<file path="src/rtl/down_counter_pkg.sv">
// Shared types and default sizes for the down counter.
// Imported by the counter top level.
package down_counter_pkg;

    localparam int DC_WIDTH    = 8;
    localparam int DC_PS_WIDTH = 8;

    typedef enum logic {
        IDLE = 1'b0,
        RUN  = 1'b1
    } state_t;

endpackage

</file>
<file path="src/rtl/tick_prescaler.sv">
// Prescaler: emits one tick every ps_reg+1 advancing cycles.
// A load captures the divider; clear restarts the count.
module tick_prescaler #(
    parameter int PS_WIDTH = 8
) (
    input  logic                clk,
    input  logic                rst,
    input  logic                load,
    input  logic [PS_WIDTH-1:0] prescale,
    input  logic                clear,
    input  logic                advance,
    output logic                tick
);

    logic [PS_WIDTH-1:0] ps_reg;
    logic [PS_WIDTH-1:0] ps_cnt;

    assign tick = advance && (ps_cnt == ps_reg);

    always_ff @(posedge clk or negedge rst) begin
        if (!rst) begin
            ps_reg <= '0;
            ps_cnt <= '0;
        end else if (load) begin
            ps_reg <= prescale;
            ps_cnt <= '0;
        end else if (clear || tick) begin
            ps_cnt <= '0;
        end else if (advance) begin
            ps_cnt <= ps_cnt + PS_WIDTH'(1);
        end
    end

endmodule

</file>
<file path="src/rtl/down_counter.sv">
// Loadable down counter with prescaled ticks, auto-reload
// and a registered one-cycle terminal-count pulse.
module down_counter
    import down_counter_pkg::*;
#(
    parameter int WIDTH    = DC_WIDTH,
    parameter int PS_WIDTH = DC_PS_WIDTH
) (
    input  logic                clk,
    input  logic                rst,
    input  logic                load,
    input  logic [WIDTH-1:0]    load_val,
    input  logic [PS_WIDTH-1:0] prescale,
    input  logic                reload_en,
    input  logic                enable,
    input  logic                stop,
    output logic [WIDTH-1:0]    out,
    output logic                busy,
    output logic                tc
);

    state_t           state;
    logic [WIDTH-1:0] reload_reg;
    logic             tick;

    tick_prescaler #(
        .PS_WIDTH(PS_WIDTH)
    ) u_ps (
        .clk     (clk),
        .rst     (rst),
        .load    (load),
        .prescale(prescale),
        .clear   (stop),
        .advance ((state == RUN) && enable),
        .tick    (tick)
    );

    assign busy = (state == RUN);

    // Priority: load, then stop, then the prescaled tick.
    always_ff @(posedge clk or negedge rst) begin
        if (!rst) begin
            state      <= IDLE;
            out        <= '0;
            reload_reg <= '0;
            tc         <= 1'b0;
        end else if (load) begin
            out        <= load_val;
            reload_reg <= load_val;
            tc         <= (load_val == '0);
            state      <= (load_val != '0) ? RUN : IDLE;
        end else if (stop) begin
            state <= IDLE;
            tc    <= 1'b0;
        end else if (tick) begin
            if (out == WIDTH'(1)) begin
                tc <= 1'b1;
                if (reload_en) begin
                    out <= reload_reg;
                end else begin
                    out   <= '0;
                    state <= IDLE;
                end
            end else begin
                tc <= 1'b0;
                if (out != '0)
                    out <= out - WIDTH'(1);
            end
        end else begin
            tc <= 1'b0;
        end
    end

endmodule

</file>
<file path="config.mk">
export PLATFORM = sky130hd
export DESIGN_NAME = down_counter
export DESIGN_NICKNAME = d
export VERILOG_FILES = /design/src/rtl/down_counter_pkg.sv /design/src/rtl/tick_prescaler.sv /design/src/rtl/down_counter.sv
export SDC_FILE = /design/constraint.sdc
export NUM_CORES = 1
export LEC_CHECK = 0
export CAP_MARGIN = 10
export CORE_MARGIN = 3
export CORE_UTILIZATION = 44
export CTS_BUF_LIST = sky130_fd_sc_hd__clkbuf_4
export CTS_CLUSTER_SIZE = 24
export DETAILED_ROUTE_END_ITERATION = 16
export PLACE_DENSITY = 0.68
export REMOVE_ABC_BUFFERS = 1
export SLEW_MARGIN = 0
export SYNTH_ARGS = -nofsm -noshare
export SYNTH_HDL_FRONTEND = slang
export SYNTH_HIERARCHICAL = 1
export SYNTH_SLANG_ARGS = --single-unit
</file>
<file path="constraint.sdc">
create_clock -name clk -period 2 [get_ports clk]
set_input_delay 0.3 -clock clk [delete_from_list [all_inputs] [get_ports clk]]
set_output_delay 0.3 -clock clk [all_outputs]
set_load 0.02 [all_outputs]
</file>
-- Word-level counts from Yosys, hierarchy flattened
Index checks and enable logic that the tools add are counted.
- add/subtract/negate cells: 2
- $mul: 0
- div/mod/pow operators: 0
- magnitude comparators: 0
- eq/ne operators: 4
- shifts and indexed selects: 0
- muxes and demuxes: 19
- bitwise gates (word level): 0
- reductions and logical operators: 13
- operators by type and width (kind ; number):
    two-way mux 8 bit ; 9
    nonzero test 8 bit ; 2
    nonzero test 3 bit ; 4
    two-way mux 1 bit ; 10
    adder 8 x 1 -> 8 bit (second input constant) ; 1
    == test 8 x 1 -> 1 bit (second input constant) ; 1
    == test 8 bit ; 1
    logical NOT 8 bit ; 1
    subtractor 8 x 1 -> 8 bit (second input constant) ; 1
    AND reduction 3 bit ; 2
    inequality test 3 x 2 -> 1 bit (second input constant) ; 1
    logical AND 1 bit ; 2
    inequality test 2 bit (second input constant) ; 1
    nonzero test 2 bit ; 1
    logical OR 1 bit ; 1
- flip-flop bits (word level): 34
- bits in latches: 0
- RAM bits: 0
- memory bits (read-only): 0
- bits of input ports: 22
- output and inout bits: 10
- memories: 0

-- Depth between registers and ports, before layout
- word-level depth: 6
- depth in mapped cells: 8

-- Cells and area by module
The synthesis kept the hierarchy.
- by module, submodules not included (module ; instances ; cells an instance ; area an instance (um2) ; seq. area each (um2)):
    down_counter ; 1 ; 125 ; 1118.6 ; 450.4
    tick_prescaler ; 1 ; 67 ; 777.0 ; 400.4

-- Worst setup path after synthesis
No wires, ideal clock.
- path kind: register to register
- start point: register out[1]
- end point: register out[3]
- setup time: 121 ps
- arrival time: 2095 ps
- path slack: -217 ps
- cell stages (with the launch flop): 8
- clock period less this slack: 2217 ps
- cells stage by stage: dfrtp_1 -> inv_1 -> ha_1 -> or4b_1 -> buf_2 -> o211a_1 -> o32a_1 -> o22a_1
- word-level cells in the longest chain between the ends: 6
- ends and longest elaborated chain (element ; line ; source):
    from (decl) ; down_counter.sv:17 ; output logic [WIDTH-1:0] out,
    from (signal assigned) ; down_counter.sv:48 ; out <= load_val;
    from (signal assigned) ; down_counter.sv:59 ; out <= reload_reg;
    from (signal assigned) ; down_counter.sv:67 ; out <= out - WIDTH'(1);
    subtractor 8 x 1 -> 8 bit ; down_counter.sv:67 ;
    two-way mux 8 bit ; down_counter.sv:66 ; if (out != '0)
    two-way mux 8 bit ; down_counter.sv:56 ; if (out == WIDTH'(1)) begin
    two-way mux 8 bit ; down_counter.sv:55 ; end else if (tick) begin
    two-way mux 8 bit ; down_counter.sv:52 ; end else if (stop) begin
    two-way mux 8 bit ; down_counter.sv:47 ; end else if (load) begin
Parallel ways exist; a longest one is shown, timed or not. The select of a mux whose other input is x is not followed.
A chain may end at the register's enable or synchronous reset.

-- Final worst setup path
Ends and elaborated chain as after synthesis.

==> impl_metrics.ini <==
[synthesis]
synth_top_area_frac = 0.4488
ys_ff_latch = 34
synth_common_cells = dfrtp_1 (34), nor2_1 (19), nand2_1 (16)
ys_warn_count = 6
synthArstFlopShare = 1.000
seq_area_frac_synth = 0.4488
synth_area_leaders = dfrtp_1 (45%), mux2_2 (6.5%), xnor2_1 (6.0%)
synth_xor_area_frac = 0.07393
netlist_area_um2 = 1896
synth-compound-area-share = 0.1446
synthFlopType = dfrtp_1
synth_edf_count = 0
synth.most_common_cell = dfrtp_1
synth.avg_cell_area_um2 = 9.873
synthSimpleGateAreaFrac = 0.1941
synth_top_family_by_area = simple AND/OR/NAND/NOR gates
synthCells = 192
yosysTopAreaCell = dfrtp_1
yosysUniqueCellTypes = 44
synthAdderAreaFrac = 0.02640
muxShareOfSynthArea = 0.07591

[worst_setup_path]
reg2reg_setup_slack_ns = 0.02
crit_end = out[3]
crit_path_max_incr_delay_ns = 0.47
r2r_start = out[1]
reg2reg_depth = 6
path_delay_family = compound AO/OA/AOI/OAI gates
slowest_stage = or4b_4
crit_type = reg -> reg
worstPathCellList = inv_2 > ha_2 > or4b_4 > o211a_1 > o32a_1 > o22a_1
arrival_ns = 2.22
crit_cells = 6
path_max_fanout = 2
crit_buf_inv = 1
rr_endpoint = out[3]
start_kind = register
end_kind = register
crit_start = out[1]
worst-endpoint-required_ns = 2.24

[die]
die_w_um = 71.64
die_h_um = 71.64
io-pin-count = 32
coreArea_um2 = 4086
die_area_um2 = 5132
rows = 23
initial_core_util = 0.4639

[detailed_routing]
ant_nets = 0
drc = 0
vias = 1698
drt-initial-drc-count = 101
first_pass_iters = 4
routedWlPerCell_um = 16.32
wl_um = 4862
vias_per_cell = 5.698

[cts]
cts-root-buf = clkbuf_4
clkTransAtPathRegs_ns = 0.10
clock_latency_ns = 0.34
clock_path_buffers = 2
cts_tree = built
cts_made_buffers = 5
htreeDepth = 2
clock_sinks = 34

[run]
cap_violations = 0

[placement]
place_inst = 289
gp_congestion = 0.8767
portBuffers = 31
dp_hpwl_um = 3626
place_ws_ns = -0.2096

[global_route]
grt_max_degree = 35
antenna_found_initial = 0
grt.overflow.total = 0
grt.total_usage = 0.2051
grt_pass1_wl_um = 8121
grt_pass1_vias = 1734

[final_layout]
num-fill-cells = 348
antenna_cells = 0
seq_area_um2 = 850.8
areaGrowthSynthToFinish_pct = 32.21
drive_above_1_share = 0.2137
multi_input_area_um2 = 1001
fin_nets = 274
layout.cells.non_filler = 298

[pwr]
p_per_area_nw_per_um2 = 617.2
p_leak_uw = 0.001056
vdd_drop_max_mv = 0.3553

[timing]
slew_headroom = 0.6993
hold_violations = 0
setup_violations = 0
worstMarginPinSlew_ns = 0.4511
max_freq_ghz = 0.5049
setup_ws_ns = 0.01952
final_max_slew_viol_count = 0
post-route-period-util = 0.9902
post-route-min-period_ns = 1.980
worst_clock_skew_ns = 0.01498

[min_path]
hp-class = in -> async

[run_status]
status = completed
-- power by group --
group	internal (uW)	switching (uW)
Combinational	198	198
Sequential	736	34.3
Clock	160	220
-- per-stage QoR --
stage | TNS, ns | total power (uW) | utilization | area, um2 | hold slack, ns
finish | 0 | 1547 | 0.6133 | 2506 | 0.3609
global route | -0.01688 | 1628 | 0.6133 | 2506 | 0.3743
CTS | 0 | 1555 | 0.6081 | 2485 | 0.3762
detailed placement | -1.298 | 1169 | 0.5906 | 2414 | 0.4738
global placement | -0.8705 | 1154 | 0.5906 | 2414 | 0.4718
floorplan | -0.2424 | 965.8 | - | 1861 | 0.004409
-- timing repair --
action | CTS | global route
buffers inserted | 0 | 2
hold buffers | 0 | 0
endpoints found under the setup margin | 2 | 7
resized for setup | 3 | 3
pin swaps | 0 | 3
-- worst min-delay path by stage --
| stage | from | end | slack, ns | cells after the start |
|---|---|---|---|---|
| after detailed placement | reload_reg[5] | reload_reg[5] | 0.47 | 2 |
| final | rst | out[2] | 0.36 | 2 |
| after CTS | rst | out[7] | 0.38 | 2 |
| after global placement | reload_reg[5] | reload_reg[5] | 0.47 | 2 |
| after floorplan | rst | busy | 0.004 | 0 |
| after global routing | rst | reload_reg[5] | 0.37 | 2 |
-- cell families after synthesis --
kind of cell,count (synthesis)
and+or+nand+nor,72
xor gates and xnor gates,16
AOI/OAI and AO/OA,36
muxes,13
adders and majority gates,4
buffers and inverters,17
DFF,34
-- worst register-to-register path: cells and delay by family, from the launching register on --
family | cells | cell delay, ns
flops | 1 | 0.41
fa+ha+maj | 1 | 0.18
buf+inv | 1 | 0.07
simple gates | 1 | 0.47
compound gates | 3 | 0.76
-- cell type report --
class | count | area share
Tap cell | 50 | 0.02496
Clock buffer | 7 | 0.02097
Multi-Input combinational cell | 141 | 0.3994
Inverter | 9 | 0.01348
Sequential cell | 34 | 0.3395
Timing Repair Buffer | 57 | 0.2017
-- cell usage in the layout, fill, tap and decap left out, types with 3 or more instances in the layout --
master	n
nand2b_1	7
nor3_1	6
clkdlybuf4s50_1	31
dfrtp_1	34
inv_1	8
xnor2_1	13
nand3_1	4
nand2_1	16
buf_4	26
nand4_1	5
clkbuf_4	7
a21oi_1	5
o22a_1	3
a31oi_1	3
o21ai_0	8
nor2_1	19
ha_1	3
xor2_1	3
mux2_2	11
-- layer usage --
| metal | global-route usage | part of all wire | wire length, um | up-vias |
|---|---|---|---|---|
| met5 | 0 | 0 | 0 | - |
| met4 | 0.08768 | 0.027 | 129 | 0 |
| met3 | 0.05470 | 0.067 | 325 | 14 |
| li1 | - | - | - | 800 |
| met1 | 0.2563 | 0.41 | 2013 | 815 |
| met2 | 0.3347 | 0.49 | 2394 | 69 |
Note: power is estimated with default switching activity, not from simulation.
